`src/rtl/fifo_uart_tx_if.sv`:
```
// Read-side handshake between the fifo block and the UART transmitter.
// master = transmitter (pops), slave = FIFO (supplies data and the empty flag).
interface fifo_uart_tx_if #(
   parameter int width = 4
);
   logic             empthy;
   logic [width-1:0] data_in;
   logic             read;

   modport master (input empthy, input data_in, output read);
   modport slave  (output empthy, output data_in, input read);
endinterface

```
`src/rtl/fifo_uart_tx.sv`:
```
// FIFO-draining asynchronous serial transmitter: pops one word per frame and
// sends start, data LSB-first, optional parity and stop bit(s) on tx.
module fifo_uart_tx #(
   parameter int width        = 4,
   parameter int clks_per_bit = 4,
   parameter int parity_en    = 1,
   parameter int parity_odd   = 0,
   parameter int stop_bits    = 1
) (
   input  logic                  clk,
   input  logic                  rst,
   fifo_uart_tx_if.master        fifo,
   output logic                  tx,
   output logic                  busy
);

   localparam int CW = (clks_per_bit > 1) ? $clog2(clks_per_bit) : 1;
   localparam int BW = $clog2(width + 1);

   localparam logic [CW-1:0] CYC_LAST  = CW'(clks_per_bit - 1);
   localparam logic [BW-1:0] BIT_LAST  = BW'(width - 1);
   localparam logic [BW-1:0] STOP_LAST = BW'(stop_bits - 1);

   typedef enum logic [2:0] {
      IDLE,
      POP,
      LOAD,
      START,
      DATA,
      PARITY,
      STOP
   } state_t;

   state_t           r_state;
   logic [width-1:0] r_shreg;
   logic [CW-1:0]    r_cyc;
   logic [BW-1:0]    r_bit;
   logic             r_par;
   logic [width-1:0] w_shift;

   assign w_shift = r_shreg >> 1;

   // Outputs are assigned alongside each transition so tx/read/busy always
   // reflect the state being entered, not the one being left.
   always_ff @(posedge clk) begin
      if (!rst) begin
         r_state   <= IDLE;
         r_shreg   <= '0;
         r_cyc     <= '0;
         r_bit     <= '0;
         r_par     <= 1'b0;
         fifo.read <= 1'b0;
         tx        <= 1'b1;
         busy      <= 1'b0;
      end else begin
         fifo.read <= 1'b0;
         case (r_state)
            IDLE: begin
               if (!fifo.empthy) begin
                  r_state   <= POP;
                  fifo.read <= 1'b1;
                  busy      <= 1'b1;
               end
            end

            POP: begin
               r_state <= LOAD;
            end

            LOAD: begin
               r_shreg <= fifo.data_in;
               r_par   <= (^fifo.data_in) ^ (parity_odd != 0);
               r_cyc   <= '0;
               r_bit   <= '0;
               r_state <= START;
               tx      <= 1'b0;
            end

            START: begin
               if (r_cyc == CYC_LAST) begin
                  r_cyc   <= '0;
                  r_state <= DATA;
                  tx      <= r_shreg[0];
               end else begin
                  r_cyc <= r_cyc + 1'b1;
               end
            end

            DATA: begin
               if (r_cyc == CYC_LAST) begin
                  r_cyc   <= '0;
                  r_shreg <= w_shift;
                  if (r_bit == BIT_LAST) begin
                     r_bit <= '0;
                     if (parity_en != 0) begin
                        r_state <= PARITY;
                        tx      <= r_par;
                     end else begin
                        r_state <= STOP;
                        tx      <= 1'b1;
                     end
                  end else begin
                     r_bit <= r_bit + 1'b1;
                     tx    <= w_shift[0];
                  end
               end else begin
                  r_cyc <= r_cyc + 1'b1;
               end
            end

            PARITY: begin
               if (r_cyc == CYC_LAST) begin
                  r_cyc   <= '0;
                  r_state <= STOP;
                  tx      <= 1'b1;
               end else begin
                  r_cyc <= r_cyc + 1'b1;
               end
            end

            STOP: begin
               // r_bit is reused here to count stop bits.
               if (r_cyc == CYC_LAST) begin
                  r_cyc <= '0;
                  if (r_bit == STOP_LAST) begin
                     r_bit <= '0;
                     if (!fifo.empthy) begin
                        r_state   <= POP;
                        fifo.read <= 1'b1;
                     end else begin
                        r_state <= IDLE;
                        busy    <= 1'b0;
                     end
                  end else begin
                     r_bit <= r_bit + 1'b1;
                  end
               end else begin
                  r_cyc <= r_cyc + 1'b1;
               end
            end

            default: begin
               r_state <= IDLE;
               r_cyc   <= '0;
               r_bit   <= '0;
               tx      <= 1'b1;
               busy    <= 1'b0;
            end
         endcase
      end
   end

endmodule
```
`src/flat_wrapper.sv`:
```
// flat-port wrapper written by rule: the top's interface ports become plain ports
module fifo_uart_tx_flat 
#(
   parameter int width        = 4,
   parameter int clks_per_bit = 4,
   parameter int parity_en    = 1,
   parameter int parity_odd   = 0,
   parameter int stop_bits    = 1
)
  (clk, rst, tx, busy, fifo_empthy, fifo_data_in, fifo_read);
  fifo_uart_tx_if #(.width(width)) fifo_i ();
  input  logic clk;
  input  logic rst;
  output logic tx;
  output logic busy;
  input wire logic [$bits(fifo_i.empthy)-1:0] fifo_empthy;
  input wire logic [$bits(fifo_i.data_in)-1:0] fifo_data_in;
  output wire logic [$bits(fifo_i.read)-1:0] fifo_read;
  assign fifo_i.empthy = fifo_empthy;
  assign fifo_i.data_in = fifo_data_in;
  assign fifo_read = fifo_i.read;
  fifo_uart_tx #(.width(width), .clks_per_bit(clks_per_bit), .parity_en(parity_en), .parity_odd(parity_odd), .stop_bits(stop_bits)) u_core (.clk(clk), .rst(rst), .fifo(fifo_i), .tx(tx), .busy(busy));
endmodule
```
`config.mk`:
```
export PLATFORM = sky130hd
export DESIGN_NAME = fifo_uart_tx_flat
export DESIGN_NICKNAME = d
export VERILOG_FILES = /design/src/rtl/fifo_uart_tx_if.sv /design/src/rtl/fifo_uart_tx.sv /design/src/flat_wrapper.sv
export SDC_FILE = /design/constraint.sdc
export NUM_CORES = 1
export LEC_CHECK = 0
export ABC_CLOCK_PERIOD_IN_PS = 2000
export CORE_ASPECT_RATIO = 0.7
export CORE_UTILIZATION = 30
export DETAILED_ROUTE_END_ITERATION = 10
export PLACE_DENSITY_LB_ADDON = 0.12
export SLEW_MARGIN = 20
export SYNTH_ARGS = -nofsm -noshare
export SYNTH_HDL_FRONTEND = slang
export SYNTH_SLANG_ARGS = --single-unit
```
`constraint.sdc`:
```
create_clock -name clk -period 2 [get_ports clk]
set_input_delay 0.2 -clock clk [delete_from_list [all_inputs] [get_ports clk]]
set_output_delay 0.2 -clock clk [all_outputs]
set_load 0.02 [all_outputs]
```
==> summary.txt <==
Run status
  • Result of the run: finished clean

STA
  • Slew @ Worst Pin: 0.613 ns
  • Fmax achieved: 0.589 GHz
  • Total count of hold-check failures in the final report: 0
  • WHS: 0.476 ns
  • Worst setup margin: 0.303 ns
  • Minimum clock period: 1.70 ns
  • Period Utilization, post-route: 0.848
  • Sum of negative setup slack: 0 ns
  • Worst Skew: 0.000789 ns
  • Headroom to the max-slew limit: 0.591
  • Max-slew violation count: 0
  • Count of final setup violators: 0
  • RSZ-0062 raised after global routing: no

Critical path
  • CP max stage cell: dfxtp_1
  • Number of buffers and inverters on the critical path: 1
  • Critical path cell sequence: buf_4 > or2b_1 > o22ai_1 > and4_1 > o21a_1
  • Worst Path Required: 2.20 ns
  • Arrival time reported for the critical path endpoint: 1.89 ns
  • Startpoint type of the worst setup path: register
  • Category of the most critical setup path: register to register
  • Maximum fanout along the worst path: 18
  • Kind of cell adding the most delay to the critical path: flip-flops
  • Type of destination of the critical path: register
  • Worst path max stage delay: 0.71 ns

Clock network
  • Maximum count of clock buffers along a single path: 2
  • CTS tree: done
  • Post-cts gate resize count: 0
  • Number of sinks handled by clock tree synthesis: 16
  • Clock network latency to the later pin of the worst-skew pair: 0.25 ns
  • Number of setup buffers added after CTS: 0
  • Hold buffer count at CTS: 0
  • TritonCTS Buffers: 3
  • Register clock-pin slew on the reported worst setup and hold paths: 0.06 ns
  • CTS Root Buffer Type: clkbuf_8
  • H-tree levels: 1

Synthesis
  • Leading cell types by total area after synthesis: dfxtp_1 (32%), ha_1 (6.3%), nand2_1 (5.7%)
  • Proportion of synthesized chip area in sequential cells: 0.324
  • Count of distinct cell types in the synthesized netlist: 42
  • Synthesized area: 990 um2
  • Post-Syn Nets: 138
  • Area share of the largest cell type after synthesis: 0.324
  • Synthesized instance count: 126
  • Per-instance average area after synthesis: 7.85 um2
  • Main synth FF type: dfxtp_1
  • Async set or reset register ratio after synthesis: 0
  • Number of synthesized register bits: 16
  • Cell with the most instances after synthesis: dfxtp_1
  • Yosys synthesis warning count: 0
  • Number of enable-type register cells in the synthesized netlist: 0
  • Area leader, netlist: dfxtp_1
  • Synth top cells by count: dfxtp_1 (16), nand2_1 (15), nor2_1 (13)

Pwr
  • Overall power of the completed layout: 0.000755 W
  • Power per standard cell area: 661 mW/mm2
  • Max VDD drop: 0.234 mV
  • Lkg Pwr: 0.383 nW

Drt
  • Number of DRC markers after the initial detailed-route iteration: 39
  • Via count: 847
  • DRC viols: 0
  • Via density: 4.95
  • Router iterations before antenna repair: 4
  • Total wirelength of the detailed-routed design: 2170 um
  • Detail Route Antenna Nets: 0
  • Routed len/inst: 12.7 um

Floorplanning
  • Area inside the core boundary: 0.00315 mm2
  • Overall die width: 70.7 um
  • Initial standard-cell utilization of the core: 0.314
  • Area of the die: 0.00354 mm2
  • Vertical extent of the die: 50.1 um
  • Cell row count: 17
  • Number of top-level pins: 10

Layout
  • Fill cells: 334
  • Share of layout cells above drive strength 1: 0.0677
  • Design Area, Final: 0.00114 mm2
  • Nets@finish: 147
  • Layout overhead on the synthesized area: 15.6%
  • Number of antenna diodes: 0

Flow run
  • Max-cap viol count: 0

Global route
  • Pin count of the biggest net entering global routing: 19
  • Via count of the first global-routing pass: 732
  • Global-route wire length before repair: 3630 um
  • Number of antenna violations at the first check in global routing: 0
  • Overflow after GRT: 0
  • Total track usage: 0.133

Placed design
  • Cell area after placement: 0.00110 mm2
  • Dpl ws: 0.342 ns
  • Detailed placer's ending HPWL: 1550 um
  • Last weighted congestion value of the routability-driven placer: 0.753
  • Port Buffers: 9

Min path
  • Type of the most critical hold path: register to register
==> cell usage in the layout (no fill, tap or decap), types with 2 or more instances in the layout <==
cell type / count
a21oi_1: 8
a311oi_1: 3
buf_4: 3
clkbuf_8: 3
clkdlybuf4s50_1: 9
dfxtp_1: 16
ha_1: 5
inv_1: 9
mux2i_1: 2
nand2_1: 15
nand2b_1: 3
nand3_1: 3
nor2_1: 13
nor2b_1: 2
o21ai_0: 8
o22ai_1: 4
xnor2_1: 4
==> layer usage <==
metal / vias up / global-route usage / wire length, um
li1: 456 / - / -
met2: 8 / 0.178 / 863
met5: - / 0 / 0
met3: 0 / 0.0429 / 66
met4: 0 / 0.0200 / 0
met1: 383 / 0.204 / 1240
==> registers in the layout, summed over array words and instances (netlist names) <==
name / count
u_core.r_cyc: 2
u_core.r_par: 1
u_core.busy: 1
u_core.tx: 1
u_core.r_state: 3
u_core.r_bit: 3
u_core.r_shreg: 4
u_core.fifo.read: 1
==> power breakdown <==
| part | switching, W | total (W) | internal (W) |
|---|---|---|---|
| Sequential | 0.0000339 | 0.000374 | 0.000340 |
| Combinational | 0.0000704 | 0.000139 | 0.0000686 |
| Clock | 0.000109 | 0.000242 | 0.000134 |
| Total | 0.000213 | 0.000755 | 0.000542 |
==> cells by family (layout without fill, tap and decap cells) <==
| kind of cell | Yosys count | count (layout) | share of synthesized area |
|---|---|---|---|
| compound gates | 36 | 36 | 0.243 |
| xor+xnor | 5 | 5 | 0.0442 |
| fa+ha+maj | 5 | 5 | 0.0632 |
| buf+inv | 17 | 24 | 0.0822 |
| flops | 16 | 16 | 0.324 |
| mux | 2 | 2 | 0.0202 |
| simple gates | 45 | 45 | 0.224 |
==> worst paths after layout <==
kind / start / to / slack [ns] / cells past startpoint
min reg2reg: u_core.r_shreg[2] / u_core.r_shreg[1] / 0.48 / 2
min: u_core.r_shreg[2] / u_core.r_shreg[1] / 0.48 / 2
max reg2reg: u_core.r_state[1] / u_core.r_bit[2] / 0.30 / 5
max: u_core.r_state[1] / u_core.r_bit[2] / 0.30 / 5
==> metrics by stage <==
step           instances   util
6_report             171  0.363
5_1_grt              171  0.363
4_1_cts              171  0.363
3_5_place_dp         168  0.350
3_3_place_gp         168  0.350
2_1_floorplan        126      -
==> cell type report <==
type,instances,area [um2],area share
tap,38,47.5,0.0416
sequential,16,320,0.280
timing repair buffer,12,113,0.0985
inverter,9,33.8,0.0295
multi-input combinational,93,588,0.514
clock buffer,3,41.3,0.0361
==> worst register-to-register path, cell delays in order (launching register included) <==
cell and delay [ns]:
dfxtp_1 0.71, buf_4 0.26, or2b_1 0.24, o22ai_1 0.12
and4_1 0.21, o21a_1 0.12
Power figures use the tool's default switching activity.
